$ cat src/rtl/hazard_pkg.sv
// hazard_pkg: opcodes, select/state enums and the forwarding priority helper for hazard_ctrl_unit
package hazard_pkg;
  localparam logic [6:0] OP_LOAD  = 7'b0000011;
  localparam logic [6:0] OP_LUI   = 7'b0110111;
  localparam logic [6:0] OP_AUIPC = 7'b0010111;
  localparam logic [6:0] OP_JAL   = 7'b1101111;
  localparam logic [6:0] OP_R     = 7'b0110011;
  localparam logic [6:0] OP_S     = 7'b0100011;
  localparam logic [6:0] OP_B     = 7'b1100011;
  typedef enum logic [1:0] {FWD_RF = 2'd0, FWD_EX = 2'd1, FWD_MEM = 2'd2} fwd_sel_e;
  typedef enum logic [1:0] {RUN = 2'd0, LU_STALL = 2'd1, FLUSH = 2'd2} hz_state_e;
  function automatic fwd_sel_e fwd_pick(input logic used, input logic [4:0] src,
                                        input logic ex_ok, input logic [4:0] ex_rd,
                                        input logic mem_ok, input logic [4:0] mem_rd);
    return !used ? FWD_RF : (ex_ok && src == ex_rd) ? FWD_EX : (mem_ok && src == mem_rd) ? FWD_MEM : FWD_RF;
  endfunction
endpackage

$ cat src/rtl/hazard_ctrl_unit_src_decode.sv
// hazard_src_decode: extracts register fields and operand usage from one RV32I instruction
module hazard_src_decode
  import hazard_pkg::*;
(
  input  logic [31:0] ir,
  output logic [4:0]  rs1,
  output logic [4:0]  rs2,
  output logic [4:0]  rd,
  output logic        rs1_used,
  output logic        rs2_used,
  output logic        is_load
);
  logic [6:0] op;
  logic unused_bits;
  assign op = ir[6:0];
  assign rs1 = ir[19:15];
  assign rs2 = ir[24:20];
  assign rd = ir[11:7];
  assign rs1_used = !(op == OP_LUI || op == OP_AUIPC || op == OP_JAL);
  assign rs2_used = op == OP_R || op == OP_S || op == OP_B;
  assign is_load = op == OP_LOAD;
  assign unused_bits = ^{ir[31:25], ir[14:12]};
endmodule

$ cat src/rtl/hazard_ctrl_unit.sv
// hazard_ctrl_unit: RV32I forwarding/stall/flush controller; define HAZARD_PERF_EN for perf counters
module hazard_ctrl_unit
  import hazard_pkg::*;
#(
  parameter int NUM_FWD_SRC = 2,
  parameter int LOAD_USE_STALLS = 1,
  parameter int FLUSH_CYCLES = 1,
  parameter int PERF_W = 32
) (
  input  logic              clk,
  input  logic              rst,
  input  logic [31:0]       ir_id,
  input  logic [31:0]       ir_ex,
  input  logic [31:0]       ir_mem,
  input  logic              wren_ex,
  input  logic              wren_mem,
  input  logic              br_taken,
  output logic [1:0]        fwd_a,
  output logic [1:0]        fwd_b,
  output logic              stall_if,
  output logic              stall_id,
  output logic              flush_id,
  output logic              flush_ex,
  output logic              busy,
  output logic [PERF_W-1:0] perf_stall_cnt,
  output logic [PERF_W-1:0] perf_flush_cnt
);
  localparam logic [3:0] LU_RELOAD = 4'(LOAD_USE_STALLS - 1);
  localparam logic [3:0] FL_RELOAD = 4'(FLUSH_CYCLES - 1);
  logic [4:0] id_rs1, id_rs2, id_rd, ex_rs1, ex_rs2, ex_rd, mem_rs1, mem_rs2, mem_rd;
  logic id_rs1_used, id_rs2_used, id_is_load, ex_rs1_used, ex_rs2_used, ex_is_load;
  logic mem_rs1_used, mem_rs2_used, mem_is_load;
  logic unused_dec;
  logic ex_rd_ok, ex_fwd_ok, mem_fwd_ok, lu;
  fwd_sel_e a_sel, b_sel;
  hz_state_e state, state_n;
  logic [3:0] cnt, cnt_n;
  logic stall, flush;
  hazard_src_decode u_dec_id (
    .ir(ir_id), .rs1(id_rs1), .rs2(id_rs2), .rd(id_rd),
    .rs1_used(id_rs1_used), .rs2_used(id_rs2_used), .is_load(id_is_load)
  );
  hazard_src_decode u_dec_ex (
    .ir(ir_ex), .rs1(ex_rs1), .rs2(ex_rs2), .rd(ex_rd),
    .rs1_used(ex_rs1_used), .rs2_used(ex_rs2_used), .is_load(ex_is_load)
  );
  hazard_src_decode u_dec_mem (
    .ir(ir_mem), .rs1(mem_rs1), .rs2(mem_rs2), .rd(mem_rd),
    .rs1_used(mem_rs1_used), .rs2_used(mem_rs2_used), .is_load(mem_is_load)
  );
  assign unused_dec = ^{id_rd, id_is_load, ex_rs1, ex_rs2, ex_rs1_used, ex_rs2_used,
                        mem_rs1, mem_rs2, mem_rs1_used, mem_rs2_used, mem_is_load};
  assign ex_rd_ok = ex_rd != 5'd0 && wren_ex;
  assign ex_fwd_ok = ex_rd_ok && !ex_is_load;
  assign mem_fwd_ok = NUM_FWD_SRC == 2 && mem_rd != 5'd0 && wren_mem;
  assign lu = ex_is_load && ex_rd_ok &&
              ((id_rs1_used && id_rs1 == ex_rd) || (id_rs2_used && id_rs2 == ex_rd));
  assign a_sel = fwd_pick(id_rs1_used, id_rs1, ex_fwd_ok, ex_rd, mem_fwd_ok, mem_rd);
  assign b_sel = fwd_pick(id_rs2_used, id_rs2, ex_fwd_ok, ex_rd, mem_fwd_ok, mem_rd);
  assign fwd_a = rst ? FWD_RF : a_sel;
  assign fwd_b = rst ? FWD_RF : b_sel;
  assign stall_if = !rst && stall;
  assign stall_id = !rst && stall;
  assign flush_id = !rst && flush;
  assign flush_ex = !rst && (stall || flush);
  assign busy = !rst && state != RUN;
  // next state: a taken branch pre-empts everything, load-use only starts from RUN
  always_comb begin
    state_n = state;
    cnt_n = cnt;
    stall = 1'b0;
    flush = 1'b0;
    if (br_taken) begin
      flush = 1'b1;
      state_n = FLUSH_CYCLES > 1 ? FLUSH : RUN;
      cnt_n = FLUSH_CYCLES > 1 ? FL_RELOAD : 4'd0;
    end else if (state == FLUSH) begin
      flush = 1'b1;
      state_n = cnt <= 4'd1 ? RUN : FLUSH;
      cnt_n = cnt - 4'd1;
    end else if (state == LU_STALL) begin
      stall = 1'b1;
      state_n = cnt <= 4'd1 ? RUN : LU_STALL;
      cnt_n = cnt - 4'd1;
    end else if (lu) begin
      stall = 1'b1;
      state_n = LOAD_USE_STALLS > 1 ? LU_STALL : RUN;
      cnt_n = LOAD_USE_STALLS > 1 ? LU_RELOAD : 4'd0;
    end else begin
      state_n = RUN;
    end
  end
  // state and shared down-counter register
  always_ff @(posedge clk) begin
    if (rst) begin
      state <= RUN;
      cnt <= 4'd0;
    end else begin
      state <= state_n;
      cnt <= cnt_n;
    end
  end
`ifdef HAZARD_PERF_EN
  logic [PERF_W-1:0] stall_q, flush_q;
  // saturating counters of load-use stall cycles and accepted branches
  always_ff @(posedge clk) begin
    if (rst) begin
      stall_q <= '0;
      flush_q <= '0;
    end else begin
      if (stall && !(&stall_q)) stall_q <= stall_q + 1'b1;
      if (br_taken && !(&flush_q)) flush_q <= flush_q + 1'b1;
    end
  end
  assign perf_stall_cnt = stall_q;
  assign perf_flush_cnt = flush_q;
`else
  assign perf_stall_cnt = '0;
  assign perf_flush_cnt = '0;
`endif
endmodule

$ cat config.mk
export PLATFORM = sky130hd
export DESIGN_NAME = hazard_ctrl_unit
export DESIGN_NICKNAME = d
export VERILOG_FILES = /design/src/rtl/hazard_pkg.sv /design/src/rtl/hazard_ctrl_unit_src_decode.sv /design/src/rtl/hazard_ctrl_unit.sv
export SDC_FILE = /design/constraint.sdc
export NUM_CORES = 1
export LEC_CHECK = 0
export ABC_AREA = 1
export CELL_PAD_IN_SITES_DETAIL_PLACEMENT = 1
export CELL_PAD_IN_SITES_GLOBAL_PLACEMENT = 1
export CORE_MARGIN = 3
export CORE_UTILIZATION = 14
export CTS_CLUSTER_DIAMETER = 150
export DETAILED_ROUTE_END_ITERATION = 16
export GPL_TIMING_DRIVEN = 0
export PLACE_DENSITY = 0.9
export REMOVE_ABC_BUFFERS = 1
export SLEW_MARGIN = 10
export SYNTH_ARGS = -nofsm -noshare
export SYNTH_HDL_FRONTEND = slang
export SYNTH_SLANG_ARGS = --single-unit
$ cat constraint.sdc
create_clock -name clk -period 1.63 [get_ports clk]
set_clock_uncertainty 0.2 [all_clocks]
set_input_delay 0.326 -clock clk [delete_from_list [all_inputs] [get_ports clk]]
set_output_delay 0.326 -clock clk [all_outputs]
set_load 0.1 [all_outputs]
==> key figures <==
Status
  • Status: finished with violations
  • Failing checks: negative setup slack

Global routing
  • Antenna violations before repair: 1
  • Vias in the first global route: 1,458
  • Total GRT Usage: 8.53%
  • Largest net degree at the start of global routing: 8
  • Total grt overflow: 0
  • First-pass GRT wire length: 6.99 mm

Floorplan
  • Die area: 10,400 um^2
  • Io pins: 174
  • Initial Utilization: 14.6%
  • Site row count: 34
  • Core area: 8850 um^2
  • Die width: 102 um
  • Die Y: 102 um

Route
  • Drt wl/cell: 12.9 um
  • DRT Pass-1 Iters: 4
  • Uppermost layer routed: met4
  • DR vias/cell: 3.62
  • Metal2 WL: 2.78 mm
  • Vias: 1,380
  • Initial DRC Count: 65
  • Final ANT Viol Nets: 0
  • Met1 WL: 1.61 mm
  • Met3 wire length: 324 um
  • Post-Route WL: 4.90 mm
  • DRC: 0

Power
  • Clk network pwr share: 16.1%
  • Leak: 1.05 nW
  • Combinational power share: 73.2%
  • VDD IR-drop max: 0.180 mV
  • Switching share of power: 64.7%
  • Cell-internal power: 0.484 mW
  • Pwr Density: 620 nW/um^2
  • Share of total power in sequential cells: 10.7%
  • Switch Pwr: 0.886 mW

Synthesis
  • Mapped Area: 1290 um^2
  • Syn Inst Count: 205
  • Synth warnings: 0
  • Netlist cell types: 30
  • Synth Area per Inst: 6.29 um^2
  • Register area share after synthesis: 9.32%
  • Flops & latches, synth: 6

Cells and area
  • Layout Nets: 377
  • Filler cells: 1,080
  • Final cell count without fillers: 381
  • Layout cells sized above 1: 50.4%
  • Leading cell types in the layout, fill and taps excluded: 64 x conb_1, 25 x buf_6, 18 x nand2_1, 18 x buf_4, 11 x nand2_2
  • Layout Area Growth over Synthesis: 71.6%
  • Commonest non-fill, non-tap cell in the layout: conb_1

STA
  • Max-slew violations: 0
  • Fin crit share: 124%
  • Setup TNS: -2.49 ns
  • Fin crit period: 2.02 ns
  • Setup slack after layout: -0.393 ns
  • FMAX: 0.494 GHz
  • Final Hold Violating Endpoints: 0
  • Hold slack: 0.306 ns
  • RSZ-0062 raised after global routing: true
  • Final setup vio count: 8

Placed design
  • Hpwl dp: 3.44 mm
  • Post-Place Setup Slack: -1.83 ns
  • Port bufs: 47
  • # placed instances: 357
  • Placer Congestion: 0.850

Critical path
  • CP Max Fanout: 3
  • Crit-path cells: buf_4, inv_2, o22ai_1, nor4_2, nand3_1, nor3_2, buf_6
  • Critical path required time: 1.10 ns
  • WP data arrival: 1.50 ns
  • Crit end category: primary output
  • Critical path launch point type: input port
  • Slowest stage cell, crit path: nor4_2
  • Worst path max stage delay: 0.30 ns
  • Setup CP Type: input port to primary output

Clock tree
  • CTS tree: done
  • Cts hold-fix bufs: 0
  • CTS Buf Count: 3
  • H-tree depth: 1
  • Max clock buf depth: 2
  • Worst-path clk slew: 0.03 ns
  • Clock Sinks: 6
  • Clk root buf: clkbuf_8
  • Latest clock arrival within the worst-skew pair: 0.22 ns

Worst hold path
  • Hold Path Class: flop to flop

Run
  • Max Cap Viol: 0
[registers in the layout, indices dropped and copies added, names as in the netlist]
register,flops
cnt,4
state,2
[metrics by stage]
step,utilization [%],area [um^2],power [mW]
finish,25.0,2210,1.37
global route,25.0,2210,1.42
CTS,22.1,1960,1.31
detailed placement,18.5,1640,1.03
global placement,18.5,1640,1.02
floorplan,-,1030,0.886
[logic make-up after synthesis]
family | Yosys count | share of synthesized area (%)
adders and majority gates | 2 | 1.94
DFF | 6 | 9.32
buffers and inverters | 90 | 45.2
xor gates and xnor gates | 9 | 6.12
and+or+nand+nor | 78 | 28.0
AOI/OAI and AO/OA | 19 | 9.13
other | 1 | 0.291
[critical path: cells and delay by family]
kind / cells / cell delay [ns]
AND/OR/NAND/NOR: 3 / 0.62
AO/OA/AOI/OAI: 1 / 0.10
buffers and inverters: 3 / 0.46
[Yosys cell counts (all sizes together)]
| library cell | number | share of area [%] |
|---|---|---|
| a21oi | 7 | 2.7 |
| a31oi | 2 | 0.97 |
| buf | 66 | 38 |
| conb | 1 | 0.29 |
| dfxtp | 6 | 9.3 |
| ha | 2 | 1.9 |
| inv | 24 | 7.0 |
| nand2 | 30 | 8.9 |
| nand3 | 9 | 3.9 |
| nand4 | 4 | 1.9 |
| nor2 | 23 | 7.7 |
| nor3 | 8 | 3.5 |
| nor3b | 1 | 0.58 |
| nor4 | 1 | 0.49 |
| o211ai | 1 | 0.58 |
| o21ai | 4 | 1.6 |
| o21bai | 1 | 0.58 |
| o22ai | 3 | 1.5 |
| o41ai | 1 | 1.3 |
| or2 | 2 | 0.97 |
| xnor2 | 3 | 2.0 |
| xor2 | 6 | 4.1 |
[final cells by class]
type	count	area (um^2)	area share [%]
Tap cell	108	135	6.11
Clock buffer	3	41.3	1.87
Timing Repair Buffer	67	694	31.4
Inverter	24	105	4.75
Antenna cell	1	2.50	0.113
Sequential cell	6	125	5.66
Multi-Input combinational cell	172	1110	50.1
[per-layer routing]
metal | up-vias | global-route usage (%)
met5 | - | 0
met3 | 14 | 1.98
met1 | 641 | 7.64
li1 | 652 | -
met4 | 0 | 3.94
met2 | 73 | 17.7
[power by group through the flow]
stage | clock network [mW] | logic (mW) | registers (mW)
finish | 0.221 | 1.00 | 0.146
global route | 0.237 | 1.04 | 0.146
CTS | 0.228 | 0.935 | 0.148
detailed placement | 0 | 0.877 | 0.150
global placement | 0 | 0.868 | 0.150
floorplan | 0 | 0.736 | 0.150
[worst paths after layout]
check	from	endpoint	slack (ns)	cells after the start
worst max-delay path	ir_id[20]	fwd_b[1]	-0.39	7
worst min-delay path	cnt[0]	cnt[0]	0.31	1
worst max register to register	state[1]	cnt[3]	0.08	9
worst min register to register	cnt[0]	cnt[0]	0.31	1
[repair_timing]
action / in CTS / in global routing
hold endpoints to repair: 0 / 0
setup buffers: 15 / 5
pin swaps: 42 / 23
resized for setup: 277 / 62
endpoints found under the setup margin: 13 / 10
Note: power is estimated with default switching activity, not from simulation.
